--- config.mk ---
export PLATFORM = sky130hd
export DESIGN_NAME = rr_arb8_flat
export DESIGN_NICKNAME = d
export VERILOG_FILES = /design/src/rtl/rr_arb8_pkg.sv /design/src/rtl/rr_arb8_if.sv /design/src/rtl/rr_arb8_grant_dec.sv /design/src/rtl/rr_arb8.sv /design/src/flat_wrapper.sv
export SDC_FILE = /design/constraint.sdc
export NUM_CORES = 1
export LEC_CHECK = 0
export CAP_MARGIN = 20
export CELL_PAD_IN_SITES_DETAIL_PLACEMENT = 0
export CELL_PAD_IN_SITES_GLOBAL_PLACEMENT = 1
export CORE_MARGIN = 1
export CORE_UTILIZATION = 43
export DETAILED_ROUTE_END_ITERATION = 8
export PLACE_DENSITY_LB_ADDON = 0.1
export RECOVER_POWER = 100
export SYNTH_ARGS = -nofsm -noshare
export SYNTH_HDL_FRONTEND = slang
export SYNTH_SLANG_ARGS = --single-unit
export TNS_END_PERCENT = 30
--- constraint.sdc ---
create_clock -name clk -period 3.45 [get_ports clk]
set_input_delay 0.345 -clock clk [delete_from_list [all_inputs] [get_ports clk]]
set_output_delay 0.345 -clock clk [all_outputs]
set_load 0.02 [all_outputs]
--- src/rtl/rr_arb8_pkg.sv ---
// Shared definitions for the eight-way round-robin arbiter.
//   arb_state_e : FSM encoding (IDLE = 1'b0, BUSY = 1'b1)
//   N_REQ       : number of requesters
//   IDX_W       : width of a requester index
package rr_arb8_pkg;

   localparam int N_REQ = 8;
   localparam int IDX_W = 3;

   typedef enum logic {
      ST_IDLE = 1'b0,
      ST_BUSY = 1'b1
   } arb_state_e;

endpackage

--- src/rtl/rr_arb8_if.sv ---
// Handshake bundle between the requester bank and the arbiter.
//   req     : level request vector, bit i = requester i
//   done    : current owner finished
//   gnt     : one-hot grant, zero when nothing is granted
//   gnt_idx : binary index of the owner, holds its last value when idle
//   gnt_vld : a grant is held
//   timeout : one-cycle pulse on a forced release
// master = requester side, slave = arbiter side.
interface rr_arb8_if;
   import rr_arb8_pkg::*;

   logic [N_REQ-1:0] req;
   logic             done;
   logic [N_REQ-1:0] gnt;
   logic [IDX_W-1:0] gnt_idx;
   logic             gnt_vld;
   logic             timeout;

   modport master (
      output req, done,
      input  gnt, gnt_idx, gnt_vld, timeout
   );

   modport slave (
      input  req, done,
      output gnt, gnt_idx, gnt_vld, timeout
   );

endinterface

--- src/rtl/rr_arb8_grant_dec.sv ---
// Enabled 3-to-8 decoder that turns the registered owner index into the
// one-hot grant vector.
//   en : decoder enable (grant valid)
//   a  : binary index
//   d  : one-hot output, all zeros when en = 0
module grant_dec
   import rr_arb8_pkg::*;
(
   input  logic             en,
   input  logic [IDX_W-1:0] a,
   output logic [N_REQ-1:0] d
);

   always_comb begin
      d = '0;
      if (en) begin
         d[a] = 1'b1;
      end
   end

endmodule

--- src/rtl/rr_arb8.sv ---
// Round-robin arbiter sharing one resource among eight requesters.
// A grant is held until the owner raises done, drops its request, or the
// hold counter reaches MAX_HOLD-1 (forced release, flagged on timeout).
//   clk    : rising-edge clock
//   rst_n  : asynchronous active-low reset
//   arb_if : slave side of rr_arb8_if (req/done in, gnt/gnt_idx/gnt_vld/timeout out)
//
// state   | meaning
// --------+-----------------------------------------------------------
// IDLE    | no grant held; pick a winner from req starting at ptr
// BUSY    | grant held; count hold cycles and watch for release
module rr_arb8
   import rr_arb8_pkg::*;
#(
   parameter int unsigned MAX_HOLD = 16
) (
   input  logic        clk,
   input  logic        rst_n,
   rr_arb8_if.slave    arb_if
);

   localparam int               CNT_W    = $clog2(MAX_HOLD);
   localparam logic [CNT_W-1:0] CNT_LAST = CNT_W'(MAX_HOLD - 1);

   arb_state_e       state_q;
   logic [IDX_W-1:0] ptr_q;
   logic [IDX_W-1:0] gnt_idx_q;
   logic             gnt_vld_q;
   logic             timeout_q;
   logic [CNT_W-1:0] cnt_q;

   logic             rel_normal;
   logic             at_limit;
   logic [N_REQ-1:0] gnt_w;

   // First set bit of r scanning p, p+1, ... with 3-bit wrap.
   function automatic logic [IDX_W-1:0] rr_pick(
      input logic [N_REQ-1:0] r,
      input logic [IDX_W-1:0] p
   );
      logic [IDX_W-1:0] idx;
      logic [IDX_W-1:0] cand;
      logic             found;
      idx   = '0;
      found = 1'b0;
      for (int i = 0; i < N_REQ; i++) begin
         cand = p + IDX_W'(i);
         if (!found && r[cand]) begin
            idx   = cand;
            found = 1'b1;
         end
      end
      return idx;
   endfunction

   assign rel_normal = arb_if.done | ~arb_if.req[gnt_idx_q];
   assign at_limit   = (cnt_q == CNT_LAST);

   always_ff @(posedge clk or negedge rst_n) begin
      if (!rst_n) begin
         state_q   <= ST_IDLE;
         ptr_q     <= '0;
         gnt_idx_q <= '0;
         gnt_vld_q <= 1'b0;
         timeout_q <= 1'b0;
         cnt_q     <= '0;
      end else begin
         timeout_q <= 1'b0;
         case (state_q)
            ST_IDLE: begin
               if (|arb_if.req) begin
                  gnt_idx_q <= rr_pick(arb_if.req, ptr_q);
                  gnt_vld_q <= 1'b1;
                  cnt_q     <= '0;
                  state_q   <= ST_BUSY;
               end
            end
            ST_BUSY: begin
               cnt_q <= cnt_q + CNT_W'(1);
               if (rel_normal || at_limit) begin
                  gnt_vld_q <= 1'b0;
                  state_q   <= ST_IDLE;
                  ptr_q     <= gnt_idx_q + IDX_W'(1);
                  // A coincident done or dropped request wins over the limit.
                  timeout_q <= ~rel_normal;
               end
            end
            default: state_q <= ST_IDLE;
         endcase
      end
   end

   grant_dec u_grant_dec (
      .en (gnt_vld_q),
      .a  (gnt_idx_q),
      .d  (gnt_w)
   );

   assign arb_if.gnt     = gnt_w;
   assign arb_if.gnt_idx = gnt_idx_q;
   assign arb_if.gnt_vld = gnt_vld_q;
   assign arb_if.timeout = timeout_q;

endmodule

--- src/flat_wrapper.sv ---
// flat-port wrapper written by rule: the top's interface ports become plain ports
module rr_arb8_flat import rr_arb8_pkg::*;
#(
   parameter int unsigned MAX_HOLD = 16
)
  (clk, rst_n, arb_if_req, arb_if_done, arb_if_gnt, arb_if_gnt_idx, arb_if_gnt_vld, arb_if_timeout);
  rr_arb8_if arb_if_i ();
  input  logic clk;
  input  logic rst_n;
  input wire logic [$bits(arb_if_i.req)-1:0] arb_if_req;
  input wire logic [$bits(arb_if_i.done)-1:0] arb_if_done;
  output wire logic [$bits(arb_if_i.gnt)-1:0] arb_if_gnt;
  output wire logic [$bits(arb_if_i.gnt_idx)-1:0] arb_if_gnt_idx;
  output wire logic [$bits(arb_if_i.gnt_vld)-1:0] arb_if_gnt_vld;
  output wire logic [$bits(arb_if_i.timeout)-1:0] arb_if_timeout;
  assign arb_if_i.req = arb_if_req;
  assign arb_if_i.done = arb_if_done;
  assign arb_if_gnt = arb_if_i.gnt;
  assign arb_if_gnt_idx = arb_if_i.gnt_idx;
  assign arb_if_gnt_vld = arb_if_i.gnt_vld;
  assign arb_if_timeout = arb_if_i.timeout;
  rr_arb8 #(.MAX_HOLD(MAX_HOLD)) u_core (.clk(clk), .rst_n(rst_n), .arb_if(arb_if_i));
endmodule
==> results of run 1 <==
[cell type report]
cell class / instances / area (um2) / share of cell area (%)
inverter: 5 / 18.8 / 0.949
sequential: 13 / 325 / 16.5
clock buffer: 4 / 45.0 / 2.28
timing repair buffer: 28 / 260 / 13.2
multi-input combinational: 149 / 1270 / 64.1
tap: 48 / 60.1 / 3.04
[worst max-delay path by stage]
stage	from	to	slack, ns	cells after the start
after floorplan	u_core.ptr_q[0]	u_core.arb_if.gnt_idx[1]	0.33	11
after global placement	u_core.ptr_q[1]	u_core.arb_if.gnt_idx[0]	0.58	9
after detailed placement	u_core.ptr_q[1]	u_core.arb_if.gnt_idx[1]	0.62	9
after CTS	u_core.ptr_q[1]	u_core.arb_if.gnt_idx[0]	0.61	9
after global routing	u_core.ptr_q[1]	u_core.arb_if.gnt_idx[1]	0.22	9
final	u_core.ptr_q[1]	u_core.arb_if.gnt_idx[1]	0.41	9
[kinds of logic after synthesis]
kind of cell               share of synthesized area (%)
xor gates and xnor gates                            3.05
and+or+nand+nor                                     19.1
buffers and inverters                               6.31
AOI/OAI and AO/OA                                   14.6
DFF                                                 18.9
adders and majority gates                           2.90
muxes                                               35.2
[flip-flops by register name, summed over array words and instances (netlist names)]
| name | flops |
|---|---|
| u_core.cnt_q | 4 |
| u_core.arb_if.gnt_idx | 3 |
| u_core.ptr_q | 3 |
| u_core.arb_if.gnt_vld | 1 |
| u_core.arb_if.timeout | 1 |
| u_core.state_q | 1 |
[metrics by stage]
stage          instances  utilization [%]  area (um2)  power (W)  hold slack (ns)
2_1_floorplan        181                -        1720    0.00171           0.0494
3_3_place_gp         243             52.4        1960    0.00204            0.511
3_5_place_dp         243             52.4        1960    0.00206            0.521
4_1_cts              247             53.6        2010    0.00220            0.506
5_1_grt              247             52.8        1980    0.00234            0.558
6_report             247             52.8        1980    0.00214            0.526
[cells in the mapped netlist (2+ instances only)]
library cell  count  area share [%]
nand2_1          20             4.4
nor2_1           19             4.1
mux4_2           17              22
dfrtp_1          13              19
nand2b_1          8             2.9
mux2i_1           7             4.1
o21ai_0           7             2.0
a21oi_1           6             1.7
clkbuf_1          6             1.3
nand3_1           6             1.7
o21ai_1           6             1.7
inv_1             5             1.1
mux2_4            5             4.4
and3_1            4             1.5
buf_6             4             2.6
ha_1              4             2.9
a21o_1            3             1.3
buf_2             3            0.87
mux2_2            3             2.0
o211ai_1          3             1.3
xnor2_1           3             1.5
xor2_1            3             1.5
a22o_1            2             1.0
mux2_1            2             1.3
nor2b_1           2            0.73
nor3_1            2            0.58
o22ai_1           2            0.73
o31a_1            2             1.0
or4_1             2            0.87
[worst reg2reg max path, delay by kind of cell, from the launching register on]
| kind | cells | cell delay, ns |
|---|---|---|
| flops | 1 | 0.34 |
| mux | 2 | 0.81 |
| compound gates | 3 | 0.50 |
| simple gates | 2 | 0.55 |
| fa+ha+maj | 1 | 0.49 |
| buf+inv | 1 | 0.25 |
[metal layers]
layer  vias to the layer above  track usage [%]
li1                        718                -
met4                         0             5.98
met5                         -                0
met3                         4             3.30
met2                        41             35.8
met1                       716             30.0
[power by group through the flow]
stage	registers [W]	clock network, W	logic, W
6_report	0.000345	0.000135	0.00166
5_1_grt	0.000370	0.000149	0.00182
4_1_cts	0.000350	0.000141	0.00171
3_5_place_dp	0.000353	0	0.00170
3_3_place_gp	0.000349	0	0.00169
2_1_floorplan	0.000311	0	0.00140
==> results.sh, run 1 <==
export IMPL_cts_buffers=3
export IMPL_grt_pass1_vias=1475
export IMPL_finalWorstSetupSlack_ns=0.414
export IMPL_clock_skew_ns=0.00153
export IMPL_r2r_end="u_core.arb_if.gnt_idx[1]"
export IMPL_syn_nets=196
export IMPL_p_sw_share_pct=49.0
export IMPL_cts_sinks=13
export IMPL_grt_max_degree=23
export IMPL_combPwrFrac_pct=77.5
export IMPL_clk_root_buffer_cell="clkbuf_8"
export IMPL_rrSetupSlack_ns=0.41
export IMPL_wl_met1_mm=1.91
export IMPL_antenna_found_initial=0
export IMPL_max_cap_violations=0
export IMPL_fin_tns_setup_ns=0
export IMPL_track_usage_pct=21.9
export IMPL_holdPathStages=1
export IMPL_grt_ovfl_total=0
export IMPL_netlist_area_um2=1720
export IMPL_drive_gt1_share_pct=16.6
export IMPL_setup_violations=0
export IMPL_fmax_mhz=329
export IMPL_fp_dieH_um=65.3
export IMPL_rsz0062_at_grt="no"
export IMPL_seqPwrFrac_pct=16.2
export IMPL_start_util_pct=46.1
export IMPL_crit_path_cell_trace="buf_4, ha_1, mux4_2, mux2i_1, nand3_1, a21o_1, nor4_1, a31oi_1, o31a_1"
export IMPL_viasPerCell=5.99
export IMPL_rows=22
export IMPL_start_kind="flip-flop"
export IMPL_placement_io_buffers=23
export IMPL_p_leak_nw=0.800
export IMPL_clk_path_buf_depth=2
export IMPL_cp_max_fo=15
export IMPL_layout_commonest_cell="nand2_1"
export IMPL_clkSlewWorstSetupHoldPaths_ns=0.05
export IMPL_cp_required_ns=3.58
export IMPL_pre_cts_ws_ns=0.617
export IMPL_grt_pass1_wl_mm=7.20
export IMPL_cp_num_buf_inv=1
export IMPL_most_common_layout_cells="20 x nand2_1, 19 x nor2_1, 17 x mux4_2"
export IMPL_nets=215
export IMPL_worst_ep_arrival_time_ns=3.16
export IMPL_slowest_stage="mux4_2"
export IMPL_antenna_left=0
export IMPL_drc=0
export IMPL_drt_pass1_iter_count=4
export IMPL_end_kind="flip-flop"
export IMPL_cts_tree="built"
export IMPL_tightest_slew_ns=0.612
export IMPL_fill_cells=359
export IMPL_ctsHoldBuffers=0
export IMPL_drv_slew=0
export IMPL_top_layer_used="met4"
export IMPL_dieArea_um2=4270
export IMPL_wl_per_cell_um=16.4
export IMPL_slew_headroom_pct=59.2
export IMPL_cts_setup_buffers=0
export IMPL_crit_type="reg -> reg"
export IMPL_status="finished clean"
export IMPL_crit_family="multiplexers"
export IMPL_min_from="u_core.arb_if.gnt_vld"
export IMPL_async_reset_ff_share_pct=100
export IMPL_area_growth_pct=14.7
export IMPL_cts_resized=0
export IMPL_min_path_type="reg -> reg"
export IMPL_synthDistinctLibCells=41
export IMPL_met3_length_um=148
export IMPL_ys_warn_count=0
export IMPL_place_congestion=0.907
export IMPL_wl_met2_mm=1.97
export IMPL_intPower_w=0.00109
export IMPL_chipWidth_um=65.3
export IMPL_r2r_start="u_core.ptr_q[1]"
export IMPL_drtIter0Drc=90
export IMPL_worstHoldEndpoint="u_core.arb_if.gnt_vld"
export IMPL_period_share_pct=88.0
export IMPL_synth_cells=181
export IMPL_design_portCount=24
export IMPL_place_hpwl_mm=3.12
export IMPL_ys_seq_area_share_pct=18.9
export IMPL_htreeDepth=1
export IMPL_core_um2=3740
export IMPL_power_switching_w=0.00105
export IMPL_hold_viol=0
export IMPL_cp_slowest_stage_delay_ns=0.55
export IMPL_clk_latency_ns=0.24
export IMPL_ys_flop_type="dfrtp_1"
export IMPL_synth_edff_count=0
export IMPL_avgSynthCellArea_um2=9.53
export IMPL_p_per_area_nw_per_um2=1080
export IMPL_drt_total_wl_mm=4.06
export IMPL_antennaDiodeCount=0
export IMPL_dr_total_vias=1479
export IMPL_pwr_share_clk_pct=6.3
export IMPL_vdd_drop_max_mv=0.448
export IMPL_fin_crit_ns=3.04
export IMPL_rr_worst_depth=9
export IMPL_ys_ff_latch=13
(Power assumes the default switching activity.)
==> inputs of run 2 (changes only) <==
--- a/config.mk
+++ b/config.mk
@@ -13,6 +13,7 @@
 export DETAILED_ROUTE_END_ITERATION = 8
 export PLACE_DENSITY_LB_ADDON = 0.1
 export RECOVER_POWER = 100
+export REMOVE_ABC_BUFFERS = 1
 export SYNTH_ARGS = -nofsm -noshare
 export SYNTH_HDL_FRONTEND = slang
 export SYNTH_SLANG_ARGS = --single-unit
==> run 2 against run 1 <==
Effect of this change:
- die area stayed put
- cell count is 0.40% lower
- clock skew hardly changed
- clock-buffer cell count stayed put
==> results.sh, run 2 (same netlist as run 1, synthesis figures left out) <==
export IMPL_cts_tree="built"
export IMPL_final_area_um2=1990
export IMPL_antenna_left=0
export IMPL_chipWidth_um=65.3
export IMPL_status="finished clean"
export IMPL_vdd_drop_max_mv=0.564
export IMPL_rsz0062_at_grt="no"
export IMPL_wl_per_cell_um=16.7
export IMPL_clkSlewWorstSetupHoldPaths_ns=0.05
export IMPL_layout_commonest_cell="nand2_1"
export IMPL_cts_buffers=3
export IMPL_min_path_type="in -> async"
export IMPL_fp_dieH_um=65.3
export IMPL_start_util_pct=46.1
export IMPL_drc=0
export IMPL_largest_register="u_core.cnt_q"
export IMPL_drt_total_wl_mm=4.10
export IMPL_ctsHoldBuffers=0
export IMPL_r2r_start="u_core.ptr_q[1]"
export IMPL_antenna_found_initial=0
export IMPL_dieArea_um2=4270
export IMPL_rrSetupSlack_ns=0.45
export IMPL_area_growth_pct=15.6
export IMPL_place_hpwl_mm=3.12
export IMPL_dr_total_vias=1477
export IMPL_end_kind="flip-flop"
export IMPL_drive_gt1_share_pct=17.7
export IMPL_regArea_um2=325
export IMPL_drtIter0Drc=54
export IMPL_cts_resized=0
export IMPL_clk_root_buffer_cell="clkbuf_8"
export IMPL_cp_slowest_stage_delay_ns=0.57
export IMPL_fin_tns_setup_ns=0
export IMPL_clk_path_buf_depth=2
export IMPL_fmax_mhz=333
export IMPL_cts_setup_buffers=0
export IMPL_clock_skew_ns=0.00154
export IMPL_r2r_end="u_core.arb_if.gnt_idx[0]"
export IMPL_p_leak_nw=0.805
export IMPL_grt_ovfl_total=0
export IMPL_start_kind="flip-flop"
export IMPL_setup_violations=0
export IMPL_fin_crit_ns=3.00
export IMPL_period_share_pct=87.1
export IMPL_worst_ep_arrival_time_ns=3.15
export IMPL_crit_type="reg -> reg"
export IMPL_cts_sinks=13
export IMPL_rr_worst_depth=9
export IMPL_slew_headroom_pct=54.3
export IMPL_drt_pass1_iter_count=4
export IMPL_design_portCount=24
export IMPL_max_cap_violations=0
export IMPL_grt_max_degree=23
export IMPL_p_per_area_nw_per_um2=1080
export IMPL_nets=214
export IMPL_placement_io_buffers=23
export IMPL_crit_path_cell_trace="clkbuf_2, ha_1, mux4_2, mux2i_1, nand3_1, a21oi_1, o21ai_0, and3_1, o41ai_2"
export IMPL_grt_pass1_wl_mm=6.98
export IMPL_grt_pass1_vias=1423
export IMPL_core_um2=3740
export IMPL_multi_input_area_um2=1290
export IMPL_most_common_layout_cells="20 x nand2_1, 19 x nor2_1, 17 x mux4_2"
export IMPL_fill_cells=353
export IMPL_largest_register_ff_count=4
export IMPL_htreeDepth=1
export IMPL_cp_max_fo=15
export IMPL_totalPowerFinal_w=0.00216
export IMPL_slowest_stage="mux4_2"
export IMPL_drv_slew=0
export IMPL_hold_viol=0
export IMPL_viasPerCell=6.00
export IMPL_place_congestion=0.866
export IMPL_cp_required_ns=3.59
export IMPL_rows=22
export IMPL_place_area_um2=1950
export IMPL_antennaDiodeCount=0
export IMPL_track_usage_pct=21.4
export IMPL_clk_latency_ns=0.24
export IMPL_tightest_slew_ns=0.678
-- run 2: changes by cell type in the layout (fill, tap and decap cells not counted) --
cell	delta
a21boi_0	+1
a21boi_1	-1
buf_4	-1
clkbuf_1	-1
clkbuf_2	+1
clkdlybuf4s50_1	+1
dlygate4sd3_1	-1
nor4_1	-1
nor4_4	+1
o21ai_0	+1
o21ai_1	-1
o41ai_1	-1
o41ai_2	+1
-- run 2: where the power goes --
| part | switching (W) | total (W) | internal (W) |
|---|---|---|---|
| logic | 0.000879 | 0.00167 | 0.000791 |
| registers | 0.000131 | 0.000351 | 0.000220 |
| clock network | 0.0000531 | 0.000135 | 0.0000816 |
| total | 0.00106 | 0.00216 | 0.00109 |
-- run 2: critical path, delay by kind of cell (launching register included) --
kind / cells / cell delay, ns
AO/OA/AOI/OAI: 3 / 0.51
adder cells (fa/ha/maj): 1 / 0.51
buffers and inverters: 1 / 0.38
flip-flops: 1 / 0.34
multiplexers: 2 / 0.79
AND/OR/NAND/NOR: 2 / 0.37
-- run 2: layout make-up --
| type | count | share of cell area [%] |
|---|---|---|
| inverter | 5 | 0.942 |
| tap | 48 | 3.01 |
| clock buffer | 4 | 2.26 |
| multi-input combinational | 149 | 64.7 |
| timing repair buffer | 27 | 12.7 |
| sequential | 13 | 16.3 |
-- run 2: worst max path at each step --
| stage | from | to | slack, ns | cells past startpoint |
|---|---|---|---|---|
| 2_1_floorplan | u_core.ptr_q[0] | u_core.arb_if.gnt_idx[1] | 0.18 | 8 |
| 3_3_place_gp | u_core.ptr_q[1] | u_core.arb_if.gnt_idx[1] | 0.67 | 9 |
| 3_5_place_dp | u_core.ptr_q[1] | u_core.arb_if.gnt_idx[1] | 0.60 | 9 |
| 4_1_cts | u_core.ptr_q[1] | u_core.arb_if.gnt_idx[1] | 0.59 | 9 |
| 5_1_grt | u_core.ptr_q[1] | u_core.arb_if.gnt_idx[0] | 0.22 | 9 |
| 6_report | u_core.ptr_q[1] | u_core.arb_if.gnt_idx[0] | 0.45 | 9 |
-- run 2: routing by layer --
layer	vias up	global-route usage, %	part of all wire [%]
li1	708	-	-
met1	715	28.3	44
met2	45	36.9	49
met3	9	1.22	4.1
met4	0	7.88	2.3
met5	-	0	0
-- run 2: per-stage QoR --
stage	worst slack (ns)	hold slack (ns)	utilization, %	std cells
after floorplan	0.182	0.0494	-	167
after global placement	0.669	0.512	52.2	242
after detailed placement	0.603	0.519	52.2	242
after CTS	0.592	0.483	53.4	246
after global routing	0.217	0.580	53.2	246
final	0.446	0.533	53.2	246
